`src/rtl/pipe_reg_skid.sv`:
```
// pipe_reg_skid: registered-ready pipeline stage with a one-entry skid buffer, flush and stall counter
module pipe_reg_skid #(
  parameter int DATA_W         = 84,
  parameter int CNT_W          = 16,
  parameter bit CLEAR_ON_FLUSH = 1'b1
) (
  input  logic              clk,
  input  logic              reset,
  input  logic              in_valid,
  output logic              in_ready,
  input  logic [DATA_W-1:0] in_data,
  input  logic              flush,
  output logic              out_valid,
  input  logic              out_ready,
  output logic [DATA_W-1:0] out_data,
  output logic [1:0]        occupancy,
  output logic [CNT_W-1:0]  stall_cnt
);
  logic main_valid_q, main_valid_d, skid_valid_q, skid_valid_d, in_ready_q, in_ready_d;
  logic [DATA_W-1:0] main_data_q, main_data_d, skid_data_q, skid_data_d;
  logic [1:0] occ_q, occ_d;
  logic [CNT_W-1:0] stall_q, stall_d;
  logic in_xfer, out_xfer;
  always_comb begin
    in_xfer      = in_valid & in_ready_q;
    out_xfer     = main_valid_q & out_ready;
    main_valid_d = main_valid_q;
    main_data_d  = main_data_q;
    skid_valid_d = skid_valid_q;
    skid_data_d  = skid_data_q;
    if (flush) begin
      main_valid_d = 1'b0;
      skid_valid_d = 1'b0;
      main_data_d  = CLEAR_ON_FLUSH ? '0 : main_data_q;
    end else if (out_xfer) begin
      // in_ready is low while skid is full, so skid and in_xfer never compete
      main_valid_d = skid_valid_q | in_xfer;
      main_data_d  = skid_valid_q ? skid_data_q : in_xfer ? in_data : main_data_q;
      skid_valid_d = 1'b0;
    end else if (in_xfer) begin
      main_valid_d = 1'b1;
      main_data_d  = main_valid_q ? main_data_q : in_data;
      skid_valid_d = main_valid_q;
      skid_data_d  = main_valid_q ? in_data : skid_data_q;
    end
    in_ready_d = ~skid_valid_d;
    occ_d      = {1'b0, main_valid_d} + {1'b0, skid_valid_d};
    stall_d    = (main_valid_q & ~out_ready & ~&stall_q) ? stall_q + CNT_W'(1) : stall_q;
  end
  always_ff @(posedge clk or negedge reset) begin
    if (!reset) begin
      main_valid_q <= 1'b0;
      skid_valid_q <= 1'b0;
      main_data_q  <= '0;
      skid_data_q  <= '0;
      in_ready_q   <= 1'b1;
      occ_q        <= 2'd0;
      stall_q      <= '0;
    end else begin
      main_valid_q <= main_valid_d;
      skid_valid_q <= skid_valid_d;
      main_data_q  <= main_data_d;
      skid_data_q  <= skid_data_d;
      in_ready_q   <= in_ready_d;
      occ_q        <= occ_d;
      stall_q      <= stall_d;
    end
  end
  assign in_ready  = in_ready_q;
  assign out_valid = main_valid_q;
  assign out_data  = main_data_q;
  assign occupancy = occ_q;
  assign stall_cnt = stall_q;
endmodule

```
`config.mk`:
```
export PLATFORM = sky130hd
export DESIGN_NAME = pipe_reg_skid
export DESIGN_NICKNAME = d
export VERILOG_FILES = /design/src/rtl/pipe_reg_skid.sv
export SDC_FILE = /design/constraint.sdc
export NUM_CORES = 1
export LEC_CHECK = 0
export ABC_CLOCK_PERIOD_IN_PS = 2200
export BUFFER_PORTS_ARGS = -buffer_cell sky130_fd_sc_hd__buf_2
export CAP_MARGIN = 20
export CORE_MARGIN = 10
export CORE_UTILIZATION = 54
export CTS_CLUSTER_DIAMETER = 120
export DETAILED_ROUTE_END_ITERATION = 8
export PLACE_DENSITY = 0.92
export SETUP_SLACK_MARGIN = 0.2
export SYNTH_ARGS = -nofsm -noshare
export SYNTH_HDL_FRONTEND = slang
export SYNTH_SLANG_ARGS = --single-unit
```
`constraint.sdc`:
```
create_clock -name clk -period 2.2 [get_ports clk]
set_input_delay 0.55 -clock clk [delete_from_list [all_inputs] [get_ports clk]]
set_output_delay 0.55 -clock clk [all_outputs]
set_load 0.01 [all_outputs]
```
Word level (Yosys, flattened, before mapping)
Cells that the tools add are included.
{ "totals": {"input_bits": 89, "elab_cells": 37, "ff_bits": 189, "out_inout_bits": 104} }
{ "classes": {"n_mux": 12, "eq_ne": 1, "n_reduce_logical": 6, "n_addsub": 2, "n_bitwise": 9} }
{ "ops": {"columns": ["operator", "n"], "rows": [
  ["$mux W84", 6],
  ["$add A16 B1 Y16 const B", 1],
  ["$reduce_and A16 Y1", 1],
  ["$mux W1", 6],
  ["$reduce_bool A3 Y1", 2],
  ["$and A1 B1 Y1", 4],
  ["$not A1 Y1", 4],
  ["$reduce_and A4 Y1", 1],
  ["$ne A3 B2 Y1 const B", 1],
  ["$reduce_and A3 Y1", 1],
  ["$add A1 B1 Y2", 1],
  ["$logic_not A1 Y1", 1],
  ["$or A1 B1 Y1", 1]
]} }

Logic depth before layout (Yosys ltp)
Gate-level depths: netlist (run 1).
{ "logic_depth": {"depth_word": 5, "depth_mapped": 7} }

Worst setup path after synthesis (run 1)
Ideal clock, no wire load.
{ "synth_timing": {"path_type": "input to register", "start": "input flush", "end": "register skid_data_q[29]", "setup_time_ns": 0.125, "t_required_ns": 2.075, "path_slack_ns": 0.421, "cell_stages": 5, "t_arrival_ns": 1.654, "path_cell_list": "clkbuf_1 nor3_2 buf_2 buf_4 mux2_2"} }
{ "synth_between": {"elab_chain_cells": 2} }
{ "synth_lines": {"columns": ["element", "line_no", "rtl"], "rows": [
  ["from (decl)", "12", "input logic flush,"],
  ["$not A1 Y1 (no source line)", null, null],
  ["$reduce_and A4 Y1 (no source line)", null, null],
  ["to (signal assigned)", "63", "skid_data_q <= skid_data_d;"],
  ["to (decl)", "20", "logic [DATA_W-1:0] main_data_q, main_data_d, skid_data_q, skid_data_d;"]
]} }
Every way passes these cells.
A chain may end at the register's enable or synchronous reset.

Worst setup path after layout (run 1)
{ "layout_timing": {"start": "register main_valid_q (netlist: out_valid)", "end": "register main_data_q[8] (netlist: out_data[8])"} }
{ "layout_between": {"elab_chain_cells": 3, "word_cells_on_any_way": 6, "cone_classes": "eq/ne: 1; mux: 2; bitwise: 1; reduce/logical: 2"} }
{ "layout_lines": {"columns": ["element", "line_no", "rtl"], "rows": [
  ["from (decl)", "19", "logic main_valid_q, main_valid_d, skid_valid_q, skid_valid_d, in_ready_q, in_ready_d;"],
  ["from (signal assigned)", "60", "main_valid_q <= main_valid_d;"],
  ["$and A1 B1 Y1", "26", "out_xfer = main_valid_q & out_ready;"],
  ["$ne A3 B2 Y1 (no source line), or another cell as far along", null, null],
  ["$reduce_and A3 Y1 (no source line) / $mux W84 (equally long branches)", null, null],
  ["to (signal assigned)", "62", "main_data_q <= main_data_d;"],
  ["to (decl)", "20", null]
]} }
Several ways; a longest one is shown, not always the timed one.

==> results of run 1 <==
## metrics by stage
| stage | hold WS (ps) | total power (W) | area (um2) | instances |
|---|---|---|---|---|
| after CTS | 66.4 | 0.00890 | 10100 | 1028 |
| after floorplan | 254 | 0.00525 | 8280 | 649 |
| after global routing | 69.8 | 0.00924 | 10100 | 1029 |
| after detailed placement | 460 | 0.00588 | 9470 | 996 |
| after global placement | 454 | 0.00577 | 9470 | 996 |
| final | 67.9 | 0.00883 | 10100 | 1029 |
## layout make-up
| cell class | count | share of cell area |
|---|---|---|
| sequential | 189 | 0.470 |
| multi-input combinational | 409 | 0.329 |
| timing repair buffer | 207 | 0.117 |
| clock buffer | 21 | 0.0478 |
| tap | 188 | 0.0234 |
| clock inverter | 11 | 0.0106 |
| inverter | 3 | 0.00112 |
| antenna | 1 | 0.000249 |
## registers in the layout, summed over array words and instances, names as in the netlist
signal and count:
out_data 84, skid_data_q 84, stall_cnt 16, occupancy 2, in_ready 1, out_valid 1
skid_valid_q 1
## where the power goes
part	internal (W)	total, W	leakage, nW	switching [W]
Sequential	0.00408	0.00446	2.40	0.000382
Clock	0.00169	0.00302	0.282	0.00132
Combinational	0.000688	0.00135	2.63	0.000665
## placed cells by master (no fill, tap or decap), drive strengths merged, types with 3 or more instances in the layout
master | netlist | final
inv | 3 | 6
xor2 | 7 | 7
nand3 | 4 | 4
mux2i | 87 | 87
clkinvlp | 0 | 3
clkinv | 0 | 4
nor3 | 3 | 3
mux2 | 90 | 90
o21ai | 4 | 4
a21oi | 4 | 4
buf | 37 | 207
o31ai | 84 | 84
nand4 | 8 | 8
nor4 | 4 | 4
nor2 | 6 | 6
clkbuf | 11 | 21
nand2 | 92 | 92
dfrtp | 188 | 188
## logic make-up (layout without fill, tap and decap cells)
group                    Yosys count  count (layout)  synth area share
AO/OA/AOI/OAI                     97              97            0.0861
buffers and inverters             51             242            0.0314
AND/OR/NAND/NOR                  126             126            0.0731
multiplexers                     177             177             0.228
adder cells (fa/ha/maj)            1               1           0.00151
XOR/XNOR                           8               8           0.00846
other                              0               1                 0
flip-flops                       189             189             0.571
## path summary, 6_finish.rpt
| path | slack (ps) | depth (start not counted) | to |
|---|---|---|---|
| max | 380 | 4 | out_data[8] |
| min | 70 | 1 | out_data[70] |
| max reg2reg | 380 | 4 | out_data[8] |
| min reg2reg | 470 | 2 | out_data[10] |
| max in group asynchronous | 1400 | 2 | skid_data_q[38] |
| min in group clk | 370 | 2 | skid_data_q[26] |
## routing by layer
metal | wire (um) | GRT usage | vias up
li1 | - | - | 2709
met1 | 8070 | 0.229 | 2937
met2 | 9820 | 0.315 | 201
met3 | 1350 | 0.0587 | 30
met4 | 436 | 0.0747 | 0
met5 | 0 | 0 | -
## critical path: stages (launching register included)
cell and delay (ps):
dfrtp_1 550, nand3_4 390, buf_12 320, mux2i_1 150
o31ai_1 290
==> results.sh, run 1 <==
export IMPL_vias_per_cell=5.71
export IMPL_synth_commonest_cells="dfrtp_1 (188), nand2_1 (92), mux2i_1 (87)"
export IMPL_grt_ovfl_total=0
export IMPL_cp_start_kind="register"
export IMPL_timing_critical_path_from="out_valid"
export IMPL_num_fill_cells=1080
export IMPL_cp_max_fo=28
export IMPL_layout_area_seq_um2=4730
export IMPL_cts_htree_levels=4
export IMPL_netlist_instances=649
export IMPL_routed_wl_mm=19.7
export IMPL_area_delta_synth_final_pct=21.5
export IMPL_drv_cap=0
export IMPL_cts_repair_resized=0
export IMPL_leakagePower_nw=5.31
export IMPL_drcViolationCount=0
export IMPL_synth_most_common_cell="dfrtp_1"
export IMPL_io_buffers=192
export IMPL_grtUsageTotal=0.191
export IMPL_antenna_found_initial=1
export IMPL_ys_flop_type="dfrtp_1"
export IMPL_dr_pass1_iters=4
export IMPL_antenna_left=0
export IMPL_tritoncts="yes"
export IMPL_vias=5877
export IMPL_die_y_um=144
export IMPL_max_freq_mhz=550
export IMPL_cts_made_buffers=17
export IMPL_p_per_area_nw_per_um2=878
export IMPL_synthDistinctLibCells=41
export IMPL_drive_gt1_frac=0.396
export IMPL_post_drt_wl_per_cell_um=19.1
export IMPL_clock_latency_ps=420
export IMPL_yosys_area_top_type_share=0.568
export IMPL_cts_hold_buf=0
export IMPL_rows=45
export IMPL_cp_required_ps=2510
export IMPL_period_minus_slack_ps=1820
export IMPL_clockBufferDepth=2
export IMPL_dieArea_um2=20700
export IMPL_post_cts_setup_buffers=0
export IMPL_dp_slack_ps=179
export IMPL_outcome="finished clean"
export IMPL_die_width_um=144
export IMPL_finalCritPeriodShare=0.826
export IMPL_dp_hpwl_mm=13.9
export IMPL_grt_max_degree=99
export IMPL_slew_viol_final=0
export IMPL_avgSynthCellArea_um2=12.8
export IMPL_layout_setup_ws_ps=383
export IMPL_synth_seq_cells=189
export IMPL_clock_sinks=189
export IMPL_ir_drop_mv=0.487
export IMPL_grt_pass1_wl_mm=31.5
export IMPL_cp_arrival_ps=2130
export IMPL_multiInputGateArea_um2=3310
export IMPL_root_buffer="clkbuf_16"
export IMPL_start_util=0.549
export IMPL_setup_violations=0
export IMPL_crit_type="register to register"
export IMPL_clkTransAtPathRegs_ps=70
export IMPL_relSlewSlack=0.590
export IMPL_rsz0062_at_grt="no"
export IMPL_end_kind="register"
export IMPL_syn_area_um2=8280
export IMPL_hold_violations=0
export IMPL_syn_num_nets=739
export IMPL_min_path_type="input pin to async pin"
export IMPL_drt_iter0_markers=395
export IMPL_nets=917
export IMPL_coreArea_um2=15100
export IMPL_ys_warn_count=0
export IMPL_seq_area_frac_synth=0.571
export IMPL_rr_startpoint="out_valid"
export IMPL_yosys_area_top_type="dfrtp_1"
export IMPL_synth_edf_count=0
export IMPL_tightest_slew_ps=615
export IMPL_fin_skew_ps=11.7
export IMPL_io_pins=193
export IMPL_synth_area_leaders="dfrtp_1 (57%), mux2_2 (11%), mux2i_1 (11%)"
export IMPL_gp_congestion=0.842
export IMPL_finalSetupTns_ps=0
export IMPL_async_flop_share=1.00
export IMPL_final_util=0.667
export IMPL_first_global_vias=6156
No activity file was read; power rests on OpenSTA's default activity.
==> inputs of run 2 (changes only) <==
--- a/config.mk
+++ b/config.mk
@@ -5,14 +5,14 @@
 export SDC_FILE = /design/constraint.sdc
 export NUM_CORES = 1
 export LEC_CHECK = 0
-export ABC_CLOCK_PERIOD_IN_PS = 2200
+export ABC_CLOCK_PERIOD_IN_PS = 1500
 export BUFFER_PORTS_ARGS = -buffer_cell sky130_fd_sc_hd__buf_2
 export CAP_MARGIN = 20
 export CORE_MARGIN = 10
-export CORE_UTILIZATION = 54
+export CORE_UTILIZATION = 49
 export CTS_CLUSTER_DIAMETER = 120
 export DETAILED_ROUTE_END_ITERATION = 8
-export PLACE_DENSITY = 0.92
+export PLACE_DENSITY = 0.89
 export SETUP_SLACK_MARGIN = 0.2
 export SYNTH_ARGS = -nofsm -noshare
 export SYNTH_HDL_FRONTEND = slang
==> constraint.sdc (replaced) <==
create_clock -name clk -period 1.5 [get_ports clk]
set_input_delay 0.375 -clock clk [delete_from_list [all_inputs] [get_ports clk]]
set_output_delay 0.375 -clock clk [all_outputs]
set_load 0.01 [all_outputs]
==> results.sh, run 2 (synthesis gave the netlist of run 1 again) <==
export IMPL_outcome="finished, violations left"
export IMPL_violations="setup timing"
export IMPL_p_clk_frac=0.290
export IMPL_tightest_slew_ps=473
export IMPL_cpMaxStageDelayCell="dfstp_2"
export IMPL_slew_viol_final=0
export IMPL_power_total_w=0.0146
export IMPL_cts_made_buffers=17
export IMPL_dr_pass1_iters=5
export IMPL_finalHoldWorstSlack_ps=195
export IMPL_cp_max_fo=6
export IMPL_finalSetupTns_ps=-10620
export IMPL_grt_max_degree=62
export IMPL_area_delta_synth_final_pct=55.2
export IMPL_grtUsageTotal=0.215
export IMPL_netSwitchingFraction=0.285
export IMPL_antenna_found_initial=4
export IMPL_cp_arrival_ps=1990
export IMPL_grt_pass1_wl_mm=38.2
export IMPL_max_freq_mhz=595
export IMPL_clock_latency_ps=430
export IMPL_drive_gt1_frac=0.608
export IMPL_dp_hpwl_mm=15.4
export IMPL_start_util=0.499
export IMPL_cts_htree_levels=4
export IMPL_nets=1067
export IMPL_hold_depth=2
export IMPL_crit_type="register to register"
export IMPL_drt_iter0_markers=343
export IMPL_io_buffers=192
export IMPL_clockBufferDepth=2
export IMPL_relSlewSlack=0.681
export IMPL_intPower_w=0.0104
export IMPL_p_per_area_nw_per_um2=1140
export IMPL_pwr_share_comb=0.251
export IMPL_io_pins=193
export IMPL_finalCritPeriodShare=1.12
export IMPL_gp_congestion=0.834
export IMPL_tritoncts="yes"
export IMPL_routed_wl_mm=28.5
export IMPL_root_buffer="clkbuf_16"
export IMPL_min_path_type="input pin to register"
export IMPL_vias=6895
export IMPL_fin_skew_ps=9.67
export IMPL_clkTransAtPathRegs_ps=70
export IMPL_rows=47
export IMPL_cp_cell_sequence="buf_6, a22o_4, a21oi_4, buf_12, buf_8, buf_8, o31ai_1"
export IMPL_grt_ovfl_total=0
export IMPL_layout_common_cells="dfrtp_1 (172), buf_2 (134), buf_4 (107)"
export IMPL_layout_commonest_cell="dfrtp_1"
export IMPL_rsz0062_at_grt="yes"
export IMPL_cp_required_ps=1810
export IMPL_cp_start_kind="register"
export IMPL_stdcell_count=1212
export IMPL_place_inst=1080
export IMPL_dp_slack_ps=-203
export IMPL_vias_per_cell=5.69
export IMPL_drcViolationCount=0
export IMPL_die_width_um=150
export IMPL_coreArea_um2=16600
export IMPL_die_y_um=150
export IMPL_post_drt_wl_per_cell_um=23.5
export IMPL_setup_violations=175
export IMPL_critPathMaxStageDelay_ps=570
export IMPL_clock_sinks=189
export IMPL_p_seq_frac=0.459
export IMPL_ff2ff_path_depth=7
export IMPL_dieArea_um2=22500
export IMPL_hold_violations=0
export IMPL_drv_cap=0
export IMPL_antenna_left=0
export IMPL_leakagePower_nw=6.75
export IMPL_ir_drop_mv=0.766
export IMPL_first_global_vias=7239
export IMPL_period_minus_slack_ps=1680
export IMPL_power_switching_w=0.00416
export IMPL_end_kind="register"
export IMPL_crit_top_cell="buf_8"
export IMPL_layout_setup_ws_ps=-180
## run 2: worst max-delay path: cells and delay by family, from the launching register on
family / cells / cell delay [ps]
buf+inv: 4 / 540
compound gates: 3 / 450
flops: 1 / 570
## run 2: repair_timing
item	in CTS	in global routing
buffers inserted	52	37
setup endpoints to repair	291	292
hold endpoints to repair	34	0
pin swaps	21	13
hold buffers	1	0
resized for setup	127	111
cloned	1	7
## run 2: layout make-up
type                       count  area (um2)
tap                          220         275
fill                         889        3730
antenna                        2        5.00
timing repair buffer         357        3090
clock inverter                11        81.3
inverter                       3        11.3
clock buffer                  21         460
multi-input combinational    409        4180
sequential                   189        4750
## run 2: metrics by stage
step / cell area (um2) / utilization
global route: 12800 / 0.775
CTS: 11900 / 0.716
floorplan: 8780 / -
detailed placement: 10300 / 0.623
global placement: 10300 / 0.623
finish: 12800 / 0.775
## run 2: final timing paths
kind / end / start / slack [ps]
max: out_data[28] / in_ready / -180
min: skid_data_q[56] / in_data[56] / 190
max reg2reg: out_data[28] / in_ready / -180
min reg2reg: out_data[11] / out_data[11] / 490
max in group asynchronous: out_data[48] / reset / 490
min in group asynchronous: out_data[54] / reset / 460
## run 2: per-layer routing
| metal | global-route usage | part of all wire | wire length (um) |
|---|---|---|---|
| met1 | 0.249 | 0.38 | 10900 |
| met2 | 0.372 | 0.53 | 15000 |
| met3 | 0.0562 | 0.059 | 1690 |
| met4 | 0.0836 | 0.031 | 888 |
| met5 | 0 | 0.00095 | 27 |
## run 2: power by group through the flow
stage / sequential, W / combinational (W) / clock [W]
CTS: 0.00658 / 0.00309 / 0.00423
global route: 0.00677 / 0.00387 / 0.00449
finish: 0.00670 / 0.00366 / 0.00423
global placement: 0.00659 / 0.00246 / 0
floorplan: 0.00666 / 0.00144 / 0
detailed placement: 0.00663 / 0.00258 / 0
==> inputs of run 3 (changes only) <==
==> constraint.sdc (replaced) <==
create_clock -name clk -period 1.5 [get_ports clk]
set_input_delay 0.15 -clock clk [delete_from_list [all_inputs] [get_ports clk]]
set_output_delay 0.15 -clock clk [all_outputs]
set_load 0.01 [all_outputs]
==> results.sh, run 3 (synthesis gave the netlist of run 1 again) <==
export IMPL_outcome="finished, violations left"
export IMPL_cp_required_ps=1830
export IMPL_violations="setup timing"
export IMPL_layout_setup_ws_ps=-230
export IMPL_setup_violations=182
export IMPL_dp_hpwl_mm=14.9
export IMPL_cp_start_kind="register"
export IMPL_tritoncts="yes"
export IMPL_coreArea_um2=16600
export IMPL_stdcell_count=1257
export IMPL_hold_violations=0
export IMPL_cts_made_buffers=17
export IMPL_area_delta_synth_final_pct=73.1
export IMPL_grtUsageTotal=0.265
export IMPL_io_buffers=192
export IMPL_finalCritPeriodShare=1.15
export IMPL_crit_type="register to register"
export IMPL_min_from="in_data[81]"
export IMPL_antenna_found_initial=0
export IMPL_drcViolationCount=0
export IMPL_place_inst=1070
export IMPL_rows=47
export IMPL_dieArea_um2=22500
export IMPL_layout_common_cells="buf_2 (182), dfrtp_1 (175), mux2_4 (88)"
export IMPL_timing_critical_path_from="in_ready"
export IMPL_io_pins=193
export IMPL_fin_skew_ps=15.9
export IMPL_start_util=0.499
export IMPL_period_minus_slack_ps=1730
export IMPL_routed_wl_mm=34.7
export IMPL_grt_max_degree=60
export IMPL_p_per_area_nw_per_um2=1090
export IMPL_rsz0062_at_grt="yes"
export IMPL_max_freq_mhz=578
export IMPL_vias=7608
export IMPL_place_area_um2=10200
export IMPL_clkTransAtPathRegs_ps=90
export IMPL_cp_arrival_ps=2060
export IMPL_post_drt_wl_per_cell_um=27.6
export IMPL_rr_startpoint="in_ready"
export IMPL_min_path_type="input pin to register"
export IMPL_grt_pass1_wl_mm=46.3
export IMPL_cp_max_fo=6
export IMPL_leakagePower_nw=7.23
export IMPL_dr_pass1_iters=5
export IMPL_nets=1113
export IMPL_vias_per_cell=6.05
export IMPL_clock_sinks=189
export IMPL_gp_congestion=0.836
export IMPL_antenna_left=0
export IMPL_grt_ovfl_total=0
export IMPL_slew_viol_final=0
export IMPL_cts_htree_levels=4
export IMPL_clock_latency_ps=450
export IMPL_ir_drop_mv=0.867
export IMPL_drive_gt1_frac=0.580
export IMPL_clockBufferDepth=2
export IMPL_relSlewSlack=0.288
export IMPL_layout_commonest_cell="buf_2"
export IMPL_end_kind="register"
export IMPL_fin_area_um2=14300
export IMPL_first_global_vias=8059
export IMPL_drt_iter0_markers=491
export IMPL_tightest_slew_ps=1070
export IMPL_die_width_um=150
export IMPL_die_y_um=150
export IMPL_drv_cap=0
export IMPL_root_buffer="clkbuf_16"
[run 3: where the power goes]
group	leakage [nW]	switching, W	internal [W]
Combinational	4.56	0.00176	0.00235
Clock	0.290	0.00225	0.00240
Sequential	2.38	0.000799	0.00600
[run 3: worst max-delay path, stage by stage (launching register included)]
cell     delay [ps]
dfstp_2         580
a22o_1          200
a21oi_4         100
buf_6           130
buf_16          150
buf_16          150
o31ai_2         300
[run 3: final timing paths]
check,to,slack (ps),cells past startpoint
setup / recovery,out_data[11],-230,6
hold reg to reg,out_data[77],480,2
max in group asynchronous,skid_data_q[51],630,3
setup reg to reg,out_data[11],-230,6
hold / removal,skid_data_q[81],30,2
min in group asynchronous,stall_cnt[13],220,2
[run 3: timing repair]
item | CTS | global route
hold buffers | 83 | 1
endpoints found under the hold margin | 121 | 1
setup endpoints to repair | 194 | 201
gates cloned | 23 | 10
setup buffers | 23 | 14
resized for setup | 190 | 143
pin swaps | 28 | 23
[run 3: layout make-up]
| class | count | area (um2) |
|---|---|---|
| antenna | 1 | 2.50 |
| clock buffer | 18 | 439 |
| clock inverter | 14 | 154 |
| fill | 674 | 2250 |
| inverter | 3 | 11.3 |
| multi-input combinational | 410 | 4800 |
| sequential | 189 | 4750 |
| tap | 220 | 275 |
| timing repair buffer | 402 | 3900 |
[run 3: routing by layer]
layer,share of wire,vias to the layer above,track usage
li1,-,3116,-
met1,0.36,3878,0.316
met2,0.52,486,0.447
met3,0.073,128,0.0682
met4,0.048,0,0.106
met5,0,-,0
[run 3: metrics by stage]
step                setup TNS, ps   util  power, W  worst slack (ps)  hold WS [ps]
detailed placement          -9130  0.615   0.00919              -154           122
global placement            -5010  0.615   0.00903             -94.5           124
finish                     -24900  0.864    0.0156              -230          31.6
CTS                        -12450  0.804    0.0146              -128          1.92
global route               -33160  0.864    0.0160              -258          11.5
floorplan                   -4790      -   0.00810              -107          -146
